`config.mk`:
```
export PLATFORM = sky130hd
export DESIGN_NAME = user_axil_ctrl_regs
export DESIGN_NICKNAME = d
export VERILOG_FILES = /design/src/rtl/user_axil_ctrl_regs.sv
export SDC_FILE = /design/constraint.sdc
export NUM_CORES = 1
export LEC_CHECK = 0
export CORE_ASPECT_RATIO = 1.2
export CORE_MARGIN = 2
export CORE_UTILIZATION = 56
export DETAILED_ROUTE_END_ITERATION = 12
export PLACE_DENSITY_LB_ADDON = 0.3
export SYNTH_ARGS = -nofsm -noshare
export SYNTH_HDL_FRONTEND = slang
export SYNTH_SLANG_ARGS = --single-unit
```
`constraint.sdc`:
```
create_clock -name shell_axi_clk -period 4.4 [get_ports shell_axi_clk]
set_clock_uncertainty 0.05 [all_clocks]
set_input_delay 0.88 -clock shell_axi_clk [delete_from_list [all_inputs] [get_ports shell_axi_clk]]
set_output_delay 0.88 -clock shell_axi_clk [all_outputs]
set_load 0.1 [all_outputs]
```
`src/rtl/user_axil_ctrl_regs.sv`:
```
// user_axil_ctrl_regs: AXI4-Lite control/status register window (ID, scratch, control, 64-bit cycle counter).
// Defining USER_CTRL_HBM_MON_EN adds the HBM_STATUS register at 0x020.
module user_axil_ctrl_regs #(
  parameter logic [31:0] USER_ID      = 32'h5553_5231,
  parameter logic [31:0] USER_VERSION = 32'h0001_0000,
  parameter int          DECODE_BITS  = 12
) (
  input  logic        shell_axi_clk,
  input  logic        shell_rstn,
  input  logic [31:0] shell_axil_ctrl_awaddr,
  input  logic [2:0]  shell_axil_ctrl_awprot,
  input  logic        shell_axil_ctrl_awvalid,
  output logic        shell_axil_ctrl_awready,
  input  logic [31:0] shell_axil_ctrl_wdata,
  input  logic [3:0]  shell_axil_ctrl_wstrb,
  input  logic        shell_axil_ctrl_wvalid,
  output logic        shell_axil_ctrl_wready,
  output logic [1:0]  shell_axil_ctrl_bresp,
  output logic        shell_axil_ctrl_bvalid,
  input  logic        shell_axil_ctrl_bready,
  input  logic [31:0] shell_axil_ctrl_araddr,
  input  logic [2:0]  shell_axil_ctrl_arprot,
  input  logic        shell_axil_ctrl_arvalid,
  output logic        shell_axil_ctrl_arready,
  output logic [31:0] shell_axil_ctrl_rdata,
  output logic [1:0]  shell_axil_ctrl_rresp,
  output logic        shell_axil_ctrl_rvalid,
  input  logic        shell_axil_ctrl_rready,
  output logic [31:0] user_ctrl,
  input  logic        user_hbm_cattrip,
  input  logic [6:0]  user_hbm_temp_0,
  input  logic [6:0]  user_hbm_temp_1
);
  localparam int AW = DECODE_BITS - 2;
  localparam logic [AW-1:0] A_ID = AW'(0), A_VER = AW'(1), A_SCR = AW'(2), A_CTL = AW'(3),
                            A_LO = AW'(4), A_HI = AW'(5), A_HBM = AW'(8);
  logic          r_rdy_en, r_aw_held, r_w_held, r_bvalid, r_rvalid;
  logic [1:0]    r_bresp, r_rresp;
  logic [AW-1:0] r_awaddr;
  logic [3:0]    r_wstrb;
  logic [31:0]   r_wdata, r_rdata, r_scratch, r_control, r_cycle_hi;
  logic [63:0]   r_cycle;
  logic [AW-1:0] w_ra;
  logic [31:0]   w_rd_data, w_hbm_status;
  logic          w_aw_hs, w_w_hs, w_ar_hs, w_commit, w_hbm_map, w_rd_ok, w_wr_ok;
  logic          w_unused_axi;
  assign w_unused_axi = ^{shell_axil_ctrl_awprot, shell_axil_ctrl_arprot,
                          shell_axil_ctrl_awaddr[31:DECODE_BITS], shell_axil_ctrl_awaddr[1:0],
                          shell_axil_ctrl_araddr[31:DECODE_BITS], shell_axil_ctrl_araddr[1:0]};
  assign shell_axil_ctrl_awready = r_rdy_en && !r_aw_held && !r_bvalid;
  assign shell_axil_ctrl_wready  = r_rdy_en && !r_w_held && !r_bvalid;
  assign shell_axil_ctrl_arready = r_rdy_en && !r_rvalid;
  assign shell_axil_ctrl_bvalid  = r_bvalid;
  assign shell_axil_ctrl_bresp   = r_bresp;
  assign shell_axil_ctrl_rvalid  = r_rvalid;
  assign shell_axil_ctrl_rresp   = r_rresp;
  assign shell_axil_ctrl_rdata   = r_rdata;
  assign user_ctrl               = r_control;
  assign w_aw_hs  = shell_axil_ctrl_awvalid && shell_axil_ctrl_awready;
  assign w_w_hs   = shell_axil_ctrl_wvalid && shell_axil_ctrl_wready;
  assign w_ar_hs  = shell_axil_ctrl_arvalid && shell_axil_ctrl_arready;
  assign w_commit = r_aw_held && r_w_held;
  assign w_ra     = shell_axil_ctrl_araddr[DECODE_BITS-1:2];
  assign w_rd_ok  = (w_ra <= A_HI) || (w_hbm_map && w_ra == A_HBM);
  assign w_wr_ok  = (r_awaddr <= A_HI) || (w_hbm_map && r_awaddr == A_HBM);
  assign w_rd_data = w_ra == A_ID  ? USER_ID :
                     w_ra == A_VER ? USER_VERSION :
                     w_ra == A_SCR ? r_scratch :
                     w_ra == A_CTL ? r_control :
                     w_ra == A_LO  ? r_cycle[31:0] :
                     w_ra == A_HI  ? r_cycle_hi :
                     (w_hbm_map && w_ra == A_HBM) ? w_hbm_status : 32'd0;
`ifdef USER_CTRL_HBM_MON_EN
  logic [6:0] r_t0_s1, r_t0_s2, r_t1_s1, r_t1_s2;
  logic       r_ct_s1, r_ct_s2, r_sticky, w_hbm_clr;
  assign w_hbm_map    = 1'b1;
  assign w_hbm_clr    = w_commit && r_awaddr == A_HBM && r_wstrb[2] && r_wdata[17];
  assign w_hbm_status = {14'd0, r_sticky, r_ct_s2, 1'b0, r_t1_s2, 1'b0, r_t0_s2};
  always_ff @(posedge shell_axi_clk or negedge shell_rstn)
    if (!shell_rstn) begin
      {r_t0_s1, r_t0_s2, r_t1_s1, r_t1_s2} <= '0;
      {r_ct_s1, r_ct_s2, r_sticky} <= '0;
    end else begin
      {r_t0_s2, r_t0_s1} <= {r_t0_s1, user_hbm_temp_0};
      {r_t1_s2, r_t1_s1} <= {r_t1_s1, user_hbm_temp_1};
      {r_ct_s2, r_ct_s1} <= {r_ct_s1, user_hbm_cattrip};
      r_sticky <= r_ct_s2 ? 1'b1 : (w_hbm_clr ? 1'b0 : r_sticky);
    end
`else
  logic w_unused_hbm;
  assign w_hbm_map    = 1'b0;
  assign w_hbm_status = 32'd0;
  assign w_unused_hbm = ^{user_hbm_cattrip, user_hbm_temp_0, user_hbm_temp_1};
`endif
  always_ff @(posedge shell_axi_clk or negedge shell_rstn)
    if (!shell_rstn) begin
      {r_rdy_en, r_aw_held, r_w_held, r_bvalid, r_rvalid} <= '0;
      {r_bresp, r_rresp} <= '0;
      r_awaddr   <= '0;
      r_wstrb    <= '0;
      r_wdata    <= '0;
      r_rdata    <= '0;
      r_scratch  <= '0;
      r_control  <= '0;
      r_cycle    <= '0;
      r_cycle_hi <= '0;
    end else begin
      r_rdy_en <= 1'b1;
      r_cycle  <= r_cycle + 64'd1;
      if (w_aw_hs) begin
        r_aw_held <= 1'b1;
        r_awaddr  <= shell_axil_ctrl_awaddr[DECODE_BITS-1:2];
      end
      if (w_w_hs) begin
        r_w_held <= 1'b1;
        r_wdata  <= shell_axil_ctrl_wdata;
        r_wstrb  <= shell_axil_ctrl_wstrb;
      end
      if (w_commit) begin
        r_aw_held <= 1'b0;
        r_w_held  <= 1'b0;
        r_bvalid  <= 1'b1;
        r_bresp   <= w_wr_ok ? 2'b00 : 2'b11;
        for (int i = 0; i < 4; i++)
          if (r_wstrb[i]) begin
            if (r_awaddr == A_SCR) r_scratch[8*i +: 8] <= r_wdata[8*i +: 8];
            if (r_awaddr == A_CTL) r_control[8*i +: 8] <= r_wdata[8*i +: 8];
          end
      end else if (r_bvalid && shell_axil_ctrl_bready) begin
        r_bvalid <= 1'b0;
      end
      if (w_ar_hs) begin
        r_rvalid <= 1'b1;
        r_rdata  <= w_rd_data;
        r_rresp  <= w_rd_ok ? 2'b00 : 2'b11;
        // Snapshot the high word so a following CYCLE_HI read matches this low word.
        if (w_ra == A_LO) r_cycle_hi <= r_cycle[63:32];
      end else if (r_rvalid && shell_axil_ctrl_rready) begin
        r_rvalid <= 1'b0;
      end
    end
endmodule
```
# Yosys cells after proc, flatten, opt, wreduce, memory -nomap -nowiden
# Cells that the tools add are included.
# W data, S select, Z words.
dict set report op_classes {
  n_reduce_logical 29
  magnitude_cmp 2
  muxes 16
  n_addsub 1
  n_eq_ne 7
}
# operator count
set ops {}
lappend ops {{$mux W32} 6}
lappend ops {{$add A64 B1 Y64 const B} 1}
lappend ops {{$eq A10 B2 Y1 const B} 4}
lappend ops {{$reduce_and A3 Y1} 8}
lappend ops {{$eq A10 B3 Y1 const B} 2}
lappend ops {{$le A10 B3 Y1 const B} 2}
lappend ops {{$logic_and A1 B1 Y1} 11}
lappend ops {{$eq A10 B1 Y1 const B} 1}
lappend ops {{$logic_not A10 Y1} 1}
lappend ops {{$mux W1} 8}
lappend ops {{$reduce_bool A2 Y1} 4}
lappend ops {{$logic_not A1 Y1} 4}
lappend ops {{$mux W2} 2}
lappend ops {{$reduce_and A2 Y1} 1}
dict set report totals {
  word_cells 76
  output_inout_bits 73
  input_bits 128
  ff_bits 247
}

# Longest topological paths before layout
# Gate-level depths: netlist (run 1).
dict set report depth {
  ltp_word 7
  ltp_mapped 7
  ltp_nobuf 6
}

# Worst setup path after synthesis (run 1)
# OpenSTA, ideal clock, no wires.
dict set report synth_path {
  kind {register to register}
  from {reg r_bvalid, in the netlist shell_axil_ctrl_bvalid}
  to {reg r_wdata[0]}
  period_less_slack_ns 3.727
  path_slack_ns 0.673
  required_ns 4.225
  path_buffers 2
  setup_ns 0.125
  t_arrival_ns 3.552
  stages_incl_launch_ff 8
  cell_sequence {dfrtp_1 > inv_1 > nand2_1 > nor2_1 > and2_1 > clkbuf_1 > clkbuf_1 > mux2_2}
}
dict set report synth_via {
  elab_chain_len 3
}
# item line
set synth_lines {}
lappend synth_lines {{from (decl)} 37} ;# logic r_rdy_en, r_aw_held, r_w_held, r_bvalid, r_rvalid;
lappend synth_lines {{from (signal assigned)} 97} ;# {r_rdy_en, r_aw_held, r_w_held, r_bvalid, r_rvalid} <= '0;
lappend synth_lines {{from (signal assigned)} 122} ;# r_bvalid <= 1'b1;
lappend synth_lines {{from (signal assigned)} 130} ;# r_bvalid <= 1'b0;
lappend synth_lines {{$logic_not A1 Y1} 51} ;# assign shell_axil_ctrl_wready = r_rdy_en && !r_w_held && !r_bvalid;
lappend synth_lines {{$logic_and A1 B1 Y1} 51}
lappend synth_lines {{named net shell_axil_ctrl_wready} 17} ;# output logic shell_axil_ctrl_wready,
lappend synth_lines {{$logic_and A1 B1 Y1} 60} ;# assign w_w_hs = shell_axil_ctrl_wvalid && shell_axil_ctrl_wready;
lappend synth_lines {{to (signal assigned)} 116} ;# r_wdata <= shell_axil_ctrl_wdata;
lappend synth_lines {{to (decl)} 41} ;# logic [31:0] r_wdata, r_rdata, r_scratch, r_control, r_cycle_hi;
# The timed path passes the listed nets, and every way through them passes these cells.
# A chain may end at the register's enable or synchronous reset.

# Final worst setup path (run 1)
dict set report layout_path {
  from {reg r_bvalid, in the netlist shell_axil_ctrl_bvalid}
  to {out shell_axil_ctrl_wready}
}
dict set report layout_via {
  elab_chain_len 2
}
# item line
set layout_lines {}
lappend layout_lines {{$logic_not A1 Y1} 51}
lappend layout_lines {{$logic_and A1 B1 Y1} 51}
lappend layout_lines {{to (decl)} 17}
# Every way passes these cells.

==> results by group, run 1 <==
Status
  – Run status: completed

Synthesis
  – Post-synth ARST share: 1.00
  – Yosys top cell area share: 0.575
  – Yosys top cell by area: dfrtp_1
  – Area of the mapped netlist: 10700 µm²
  – Dominant synthesized flop cell: dfrtp_1
  – YS warnings: 0
  – Mapped Nets: 973
  – Post-synth EDFFs: 0
  – Synth cell types: 45
  – Synthesized netlist cell count: between 800 and 900
  – Most area-consuming cells after synthesis: dfrtp_1 57%, mux2_2 15%, mux2i_1 3.1%
  – Avg Cell Area, Syn: 12.6 µm²
  – Seq/Total Area, Yosys: 0.575
  – FF+latch count, synth: between 200 and 250

STA
  – Peak Freq: 306 MHz
  – # setup viols final: 0
  – Max Slew Vio Count: 0
  – Fin worst setup slack: 1130 ps
  – RSZ-0062 raised after global routing: false
  – Fin Setup TNS: 0 ps
  – Final min period: approximately 3300 ps
  – Worst-margin pin slew: 1080 ps
  – Fin. Hold Viols: 0
  – Slew HR: 0.280
  – Period utilization: 0.743

Drt
  – Number of DRC markers in iteration 0: about 550
  – Final WL: 24800 µm
  – Routed len/inst: 19.9 µm
  – 1st-pass router iterations: 6
  – DRC viols: 0
  – Vias per cell: 5.70
  – Post-route ant nets: 0
  – Total number of vias: 7119

Die
  – Boundary pin count: roughly 200
  – Height of the die: 155 µm
  – Initial Util: 0.568
  – Placeable Area: around 19000 µm²
  – Die X: 130 µm
  – Die area: about 20000 µm²
  – Number of cell rows: between 50 and 60

Finish
  – Final #Nets: ~1.1k
  – Final Util: 0.693
  – Fill count: 1346
  – Share of layout cells above drive strength 1: 0.208
  – FF/Latch Area: 6130 µm²
  – Multi-input gate area: 4330 µm²
  – ANT cells: 0
  – Area grow syn2layout: 22.0%

Setup path
  – WP data arrival: 2340 ps
  – Setup crit end kind: output port
  – CP Data Required Time: 3470 ps
  – Crit. Startpoint: shell_axil_ctrl_bvalid
  – R2R Setup Slk: 1820 ps
  – Reg2Reg Launch Point: r_awaddr[3]
  – Startpoint types: flop
  – Setup Crit Path Kind: reg2out
  – Reg-to-Reg End: user_ctrl[29]
  – Reg2Reg Depth: 5
  – CP max FO: 2

CTS
  – Worst-path clk slew: about 60 ps
  – CTS tree: yes
  – Clk sinks: 245
  – # hold bufs at CTS: 0
  – Clock root buffer: clkbuf_16
  – Maximum clock insertion buffer count: 3
  – CTS H-tree depth: 1
  – Setup repair bufs after CTS: 0
  – Post-CTS sizing: 0
  – Clock buffer count from CTS: 25
  – Worst skew pair latency: 510 ps

GRT
  – Largest net degree at the start of global routing: 105
  – Remaining Overflow, GRT: 0
  – First-pass GRT wire length: slightly below 40000 µm
  – Vias in the first global route: about 7.4k
  – Initial antenna violation count: 1
  – Tot GR Track Use: 0.253

Placement
  – DPL Wire Length: 17100 µm
  – RD Place Congestion: 0.850
  – I/O Buffers: between 100 and 150
  – Setup slack after placement: 962 ps

Pwr
  – VDD IR max: about 0.00044 V
  – Power Density: just over 400 nW/µm²
  – Leakage: around 0.006 µW
  – Tot Pwr: between 5000 and 6000 µW

Worst hold path
  – Hold crit path type: in2async

Run
  – Maxcap violations: 0
==> stage by stage <==
step,cells,hold slack [ps],cell area (µm²)
after floorplan,844,386,10700
after global placement,1210,400,12300
after detailed placement,1210,403,12300
after CTS,1250,403,13000
after global routing,1250,431,13000
final,1250,368,13000
==> layout by cell type (no fill, tap or decap), drive strengths merged, types with 3 or more instances in the layout <==
cell type,n
and3,5
clkbuf,37
mux2i,33
inv,11
clkdlybuf4s50,133
o2bb2ai,18
xor2,32
a22oi,18
nor4,12
buf,10
nand4,26
nor2,41
a21o,15
a21oi,16
mux2,142
nand2,87
o211ai,14
dfrtp,245
nand3,20
nor3,16
o21ai,3
and2,5
xnor2,31
or3,5
nor2b,3
==> sequential cells by signal (all words and copies together), names as in the netlist <==
register                count
r_aw_held                   1
r_awaddr                   10
r_cycle                    64
r_cycle_hi                 32
r_rdy_en                    1
r_scratch                  32
r_w_held                    1
r_wdata                    32
r_wstrb                     4
shell_axil_ctrl_bresp       1
shell_axil_ctrl_bvalid      1
shell_axil_ctrl_rdata      32
shell_axil_ctrl_rresp       1
shell_axil_ctrl_rvalid      1
user_ctrl                  32
==> worst max-delay path by stage <==
stage / cells past startpoint / end / slack [ps]
floorplan: 7 / r_wdata[0] / 670
CTS: 3 / shell_axil_ctrl_wready / 1120
global placement: 6 / r_cycle_hi[21] / 970
global route: 3 / shell_axil_ctrl_wready / 1040
detailed placement: 6 / r_cycle_hi[21] / 960
finish: 4 / shell_axil_ctrl_wready / 1130
==> synth_stat cells (3+ instances only) <==
master,n
dfrtp_1,245
mux2_2,141
nand2_1,87
nor2_1,40
mux2i_1,33
xor2_1,32
xnor2_1,31
nand4_1,24
clkbuf_1,20
nand3_1,20
a22oi_1,18
o2bb2ai_1,18
a21oi_1,16
a21o_1,15
nor3_1,15
inv_1,11
nor4_1,10
o211ai_2,10
and2_1,5
and3_1,5
buf_6,5
buf_2,4
o211ai_1,4
or3_1,4
nor2b_1,3
o21ai_0,3
==> report_power, final <==
part / leakage, µW / switching, µW / internal (µW)
logic: 0.00248 / 383 / 328
clock network: 0.000374 / 825 / 1180
registers: 0.00329 / 185 / 2500
==> critical path, cell delays in order (launching register included) <==
cell and delay (ps):
dfrtp_1 390, inv_1 80, nand2_1 80, nor2_1 130
clkdlybuf4s50_1 1150
==> final cells by class <==
cell class                 instances  share of cell area
tap                              256              0.0246
multi-input combinational        555               0.332
sequential                       245               0.471
timing repair buffer             143               0.110
clock buffer                      37              0.0553
clock inverter                     3             0.00336
inverter                          11             0.00317
==> per-layer routing <==
layer,vias to the layer above,GRT usage,share of wire
met5,-,0,0.00052
met4,2,0.0789,0.027
met3,52,0.0430,0.051
met2,195,0.414,0.49
met1,3598,0.349,0.43
li1,3272,-,-
==> logic make-up after synthesis <==
group                      Yosys count  share of synthesized area
AOI/OAI and AO/OA                   86                     0.0626
and+or+nand+nor                    229                      0.109
other                                1                   0.000351
buffers and inverters               44                     0.0202
adders and majority gates            1                    0.00117
xor gates and xnor gates            63                     0.0517
muxes                              175                      0.181
DFF                                245                      0.575
No activity file was read; power rests on OpenSTA's default activity.
==> run 2, diff against run 1 <==
--- a/config.mk
+++ b/config.mk
@@ -7,7 +7,7 @@
 export LEC_CHECK = 0
 export CORE_ASPECT_RATIO = 1.2
 export CORE_MARGIN = 2
-export CORE_UTILIZATION = 56
+export CORE_UTILIZATION = 52
 export DETAILED_ROUTE_END_ITERATION = 12
 export PLACE_DENSITY_LB_ADDON = 0.3
 export SYNTH_ARGS = -nofsm -noshare
==> constraint.sdc (replaced) <==
create_clock -name shell_axi_clk -period 3.4 [get_ports shell_axi_clk]
set_clock_uncertainty 0.05 [all_clocks]
set_input_delay 0.68 -clock shell_axi_clk [delete_from_list [all_inputs] [get_ports shell_axi_clk]]
set_output_delay 0.68 -clock shell_axi_clk [all_outputs]
set_load 0.1 [all_outputs]
==> run 2 against run 1 <==
Total power rose by 33%. Critical path depth rose by 1. Final cell count rose by 1.7%.
==> results by group, run 2 (synthesized netlist as in run 1, its figures left out) <==
Setup path
  – CP Capture Point: user_ctrl[18] (was shell_axil_ctrl_wready)
  – Reg2Reg Depth: 5 (unchanged)
  – CP max FO: 8 (was 2)
  – Cells along the critical path: nor4_1 > nand4_1 > nor3_1 > nand2_1 > mux2_2 (was inv_1 > nand2_1 > nor2_1 > clkdlybuf4s50_1)
  – Startpoint types: flop (unchanged)
  – Reg2Reg Launch Point: r_awaddr[3] (unchanged)
  – Crit. Startpoint: r_awaddr[3] (was shell_axil_ctrl_bvalid)
  – Top Family by Delay on Critical Path: simple AND/OR/NAND/NOR gates (was buffers and inverters)
  – Slowest Stage Delay on Critical Path: 530 ps (was 1150 ps)
  – R2R Setup Slk: 760 ps (was 1820 ps)
  – Setup Crit Path Kind: reg2reg (was reg2out)
  – Reg-to-Reg End: user_ctrl[18] (was user_ctrl[29])
  – CP Data Required Time: 3760 ps (was 3470 ps)
  – Critical path's slowest cell: nor3_1 (was clkdlybuf4s50_1)
  – Buffer and inverter count on the worst path: 0 (was 2)
  – Setup crit end kind: flop (was output port)
  – WP depth: 5 (was 4)
  – WP data arrival: 3000 ps (was 2340 ps)

Drt
  – Total number of vias: 7175 (was 7119)
  – Number of DRC markers in iteration 0: 449 (was 549)
  – DRC viols: 0 (unchanged)
  – Vias per cell: 5.65 (was 5.70)
  – Routed len/inst: 19.8 µm (was 19.9 µm)
  – 1st-pass router iterations: 7 (was 6)
  – Final WL: 25100 µm (was 24800 µm)
  – Post-route ant nets: 0 (unchanged)

STA
  – RSZ-0062 raised after global routing: false (unchanged)
  – Final min period: 2640 ps
  – Period utilization: 0.776
  – Worst-margin pin slew: 694 ps (was 1080 ps)
  – # setup viols final: 0 (unchanged)
  – Peak Freq: 379 MHz
  – Fin. Hold Viols: 0 (unchanged)
  – Max Slew Vio Count: 0 (unchanged)
  – Slew HR: 0.533 (was 0.280)
  – Fin Setup TNS: 0 ps (unchanged)

Die
  – Number of cell rows: 57 (was 55)
  – Boundary pin count: 201 (unchanged)
  – Die area: 21700 µm² (was 20200 µm²)
  – Initial Util: 0.529 (was 0.568)
  – Placeable Area: 20200 µm² (was 18800 µm²)
  – Height of the die: 161 µm (was 155 µm)
  – Die X: 135 µm (was 130 µm)

CTS
  – Clock root buffer: clkbuf_16 (unchanged)
  – # hold bufs at CTS: 0 (unchanged)
  – Worst-path clk slew: 60 ps (about the same)
  – CTS H-tree depth: 1 (unchanged)
  – Clock buffer count from CTS: 26 (was 25)
  – CTS tree: yes (unchanged)
  – Clk sinks: 245 (unchanged)
  – Maximum clock insertion buffer count: 3 (unchanged)
  – Post-CTS sizing: 0 (unchanged)
  – Setup repair bufs after CTS: 0 (unchanged)
  – Worst skew pair latency: 530 ps (was 510 ps)

Finish
  – Post-Layout Cell Count: 1271 (was 1250)
  – Area grow syn2layout: 22.1% (was 22.0%)
  – Fill count: 1549 (was 1346)
  – Multi-input gate area: 4330 µm² (about the same)
  – Share of layout cells above drive strength 1: 0.294 (was 0.208)
  – FF/Latch Area: 6130 µm² (unchanged)
  – Final instance area: 13000 µm² (about the same)
  – Final Util: 0.646 (was 0.693)
  – Final #Nets: 1120 (was 1110)
  – ANT cells: 0 (unchanged)
  – Most frequent cells in the layout: 245 x dfrtp_1, 141 x mux2_2, 87 x nand2_1, 87 x buf_4, 60 x clkdlybuf4s50_1 (was 245 x dfrtp_1, 141 x mux2_2, 133 x clkdlybuf4s50_1)
  – Max reg flops: 64 (unchanged)
  – Most common cell after layout, fill and taps aside: dfrtp_1 (unchanged)
  – Largest Register: r_cycle (unchanged)

Placement
  – Placed cells: 1228 (was 1210)
  – I/O Buffers: 135 (unchanged)
  – DP Area: 12200 µm² (was 12300 µm²)
  – RD Place Congestion: 0.837 (was 0.850)
  – DPL Wire Length: 17700 µm (was 17100 µm)

Worst hold path
  – Hold crit path type: in2async (unchanged)

GRT
  – Tot GR Track Use: 0.241 (was 0.253)
  – Vias in the first global route: 7412 (was 7350)
  – Met2 usage in global routing: 0.395 (was 0.414)
  – Largest net degree at the start of global routing: 68 (was 105)
  – Met1 Use GR: 0.327 (was 0.349)
  – Initial antenna violation count: 0 (was 1)
  – GR Util met3: 0.0489 (was 0.0430)
  – Global route hottest layer: met2 (unchanged)
  – First-pass GRT wire length: 41000 µm (was 39400 µm)
  – Remaining Overflow, GRT: 0 (unchanged)

Status
  – Run status: completed (unchanged)

Pwr
  – Leakage: 0.00638 µW (was 0.00614 µW)
  – Power Density: 553 nW/µm² (was 415 nW/µm²)
  – VDD IR max: 0.000606 V (was 0.000443 V)

Run
  – Maxcap violations: 0 (unchanged)
[run 2: changes by cell type in the layout (fill, tap and decap cells not counted), moves of 2 or more]
cell | before | now
nor2_2 | 2 | 4
clkbuf_1 | 7 | 5
clkdlybuf4s50_1 | 133 | 60
buf_4 | 6 | 87
nor2_1 | 39 | 37
clkbuf_8 | 5 | 7
[run 2: report_power, final]
group	leakage [µW]	internal, µW	switching, µW
logic	0.00266	418	490
registers	0.00329	3240	240
clock network	0.000420	1710	1120
total	0.00638	5360	1850
[run 2: final cells by class]
class | instances | share of cell area
flip-flops and latches | 245 | 0.470
inverters | 11 | 0.00317
multi-input cells | 555 | 0.333
well taps | 265 | 0.0254
clock buffers | 38 | 0.0588
clock inverters | 5 | 0.00720
repair buffers | 152 | 0.102
[run 2: how the worst min path moves through the flow]
stage,cells past startpoint,from,end,slack [ps]
final,1,shell_rstn,r_cycle_hi[7],50
after global routing,1,shell_rstn,r_cycle[32],90
after CTS,1,shell_rstn,r_cycle[32],70
after detailed placement,1,r_cycle[63],r_cycle[63],410
after global placement,1,r_scratch[26],shell_axil_ctrl_rdata[26],400
after floorplan,0,shell_rstn,r_aw_held,330
[run 2: metrics by stage]
stage / hold slack (ps) / total power, µW / worst slack [ps]
final: 50.3 / 7210 / 762
after global routing: 91.0 / 7500 / 610
after CTS: 73.9 / 7270 / 728
after detailed placement: 409 / 4450 / 332
after global placement: 401 / 4410 / 363
after floorplan: 334 / 4120 / 113
[run 2: worst reg2reg max path: cells and delay by family, from the launching register on]
family,cells,cell delay (ps)
and+or+nand+nor,4,1670
muxes,1,430
DFF,1,380
[run 2: routing by layer]
layer / up-vias / share of wire
met5: - / 0
met4: 0 / 0.026
met3: 45 / 0.062
met2: 182 / 0.49
met1: 3653 / 0.42
li1: 3295 / -
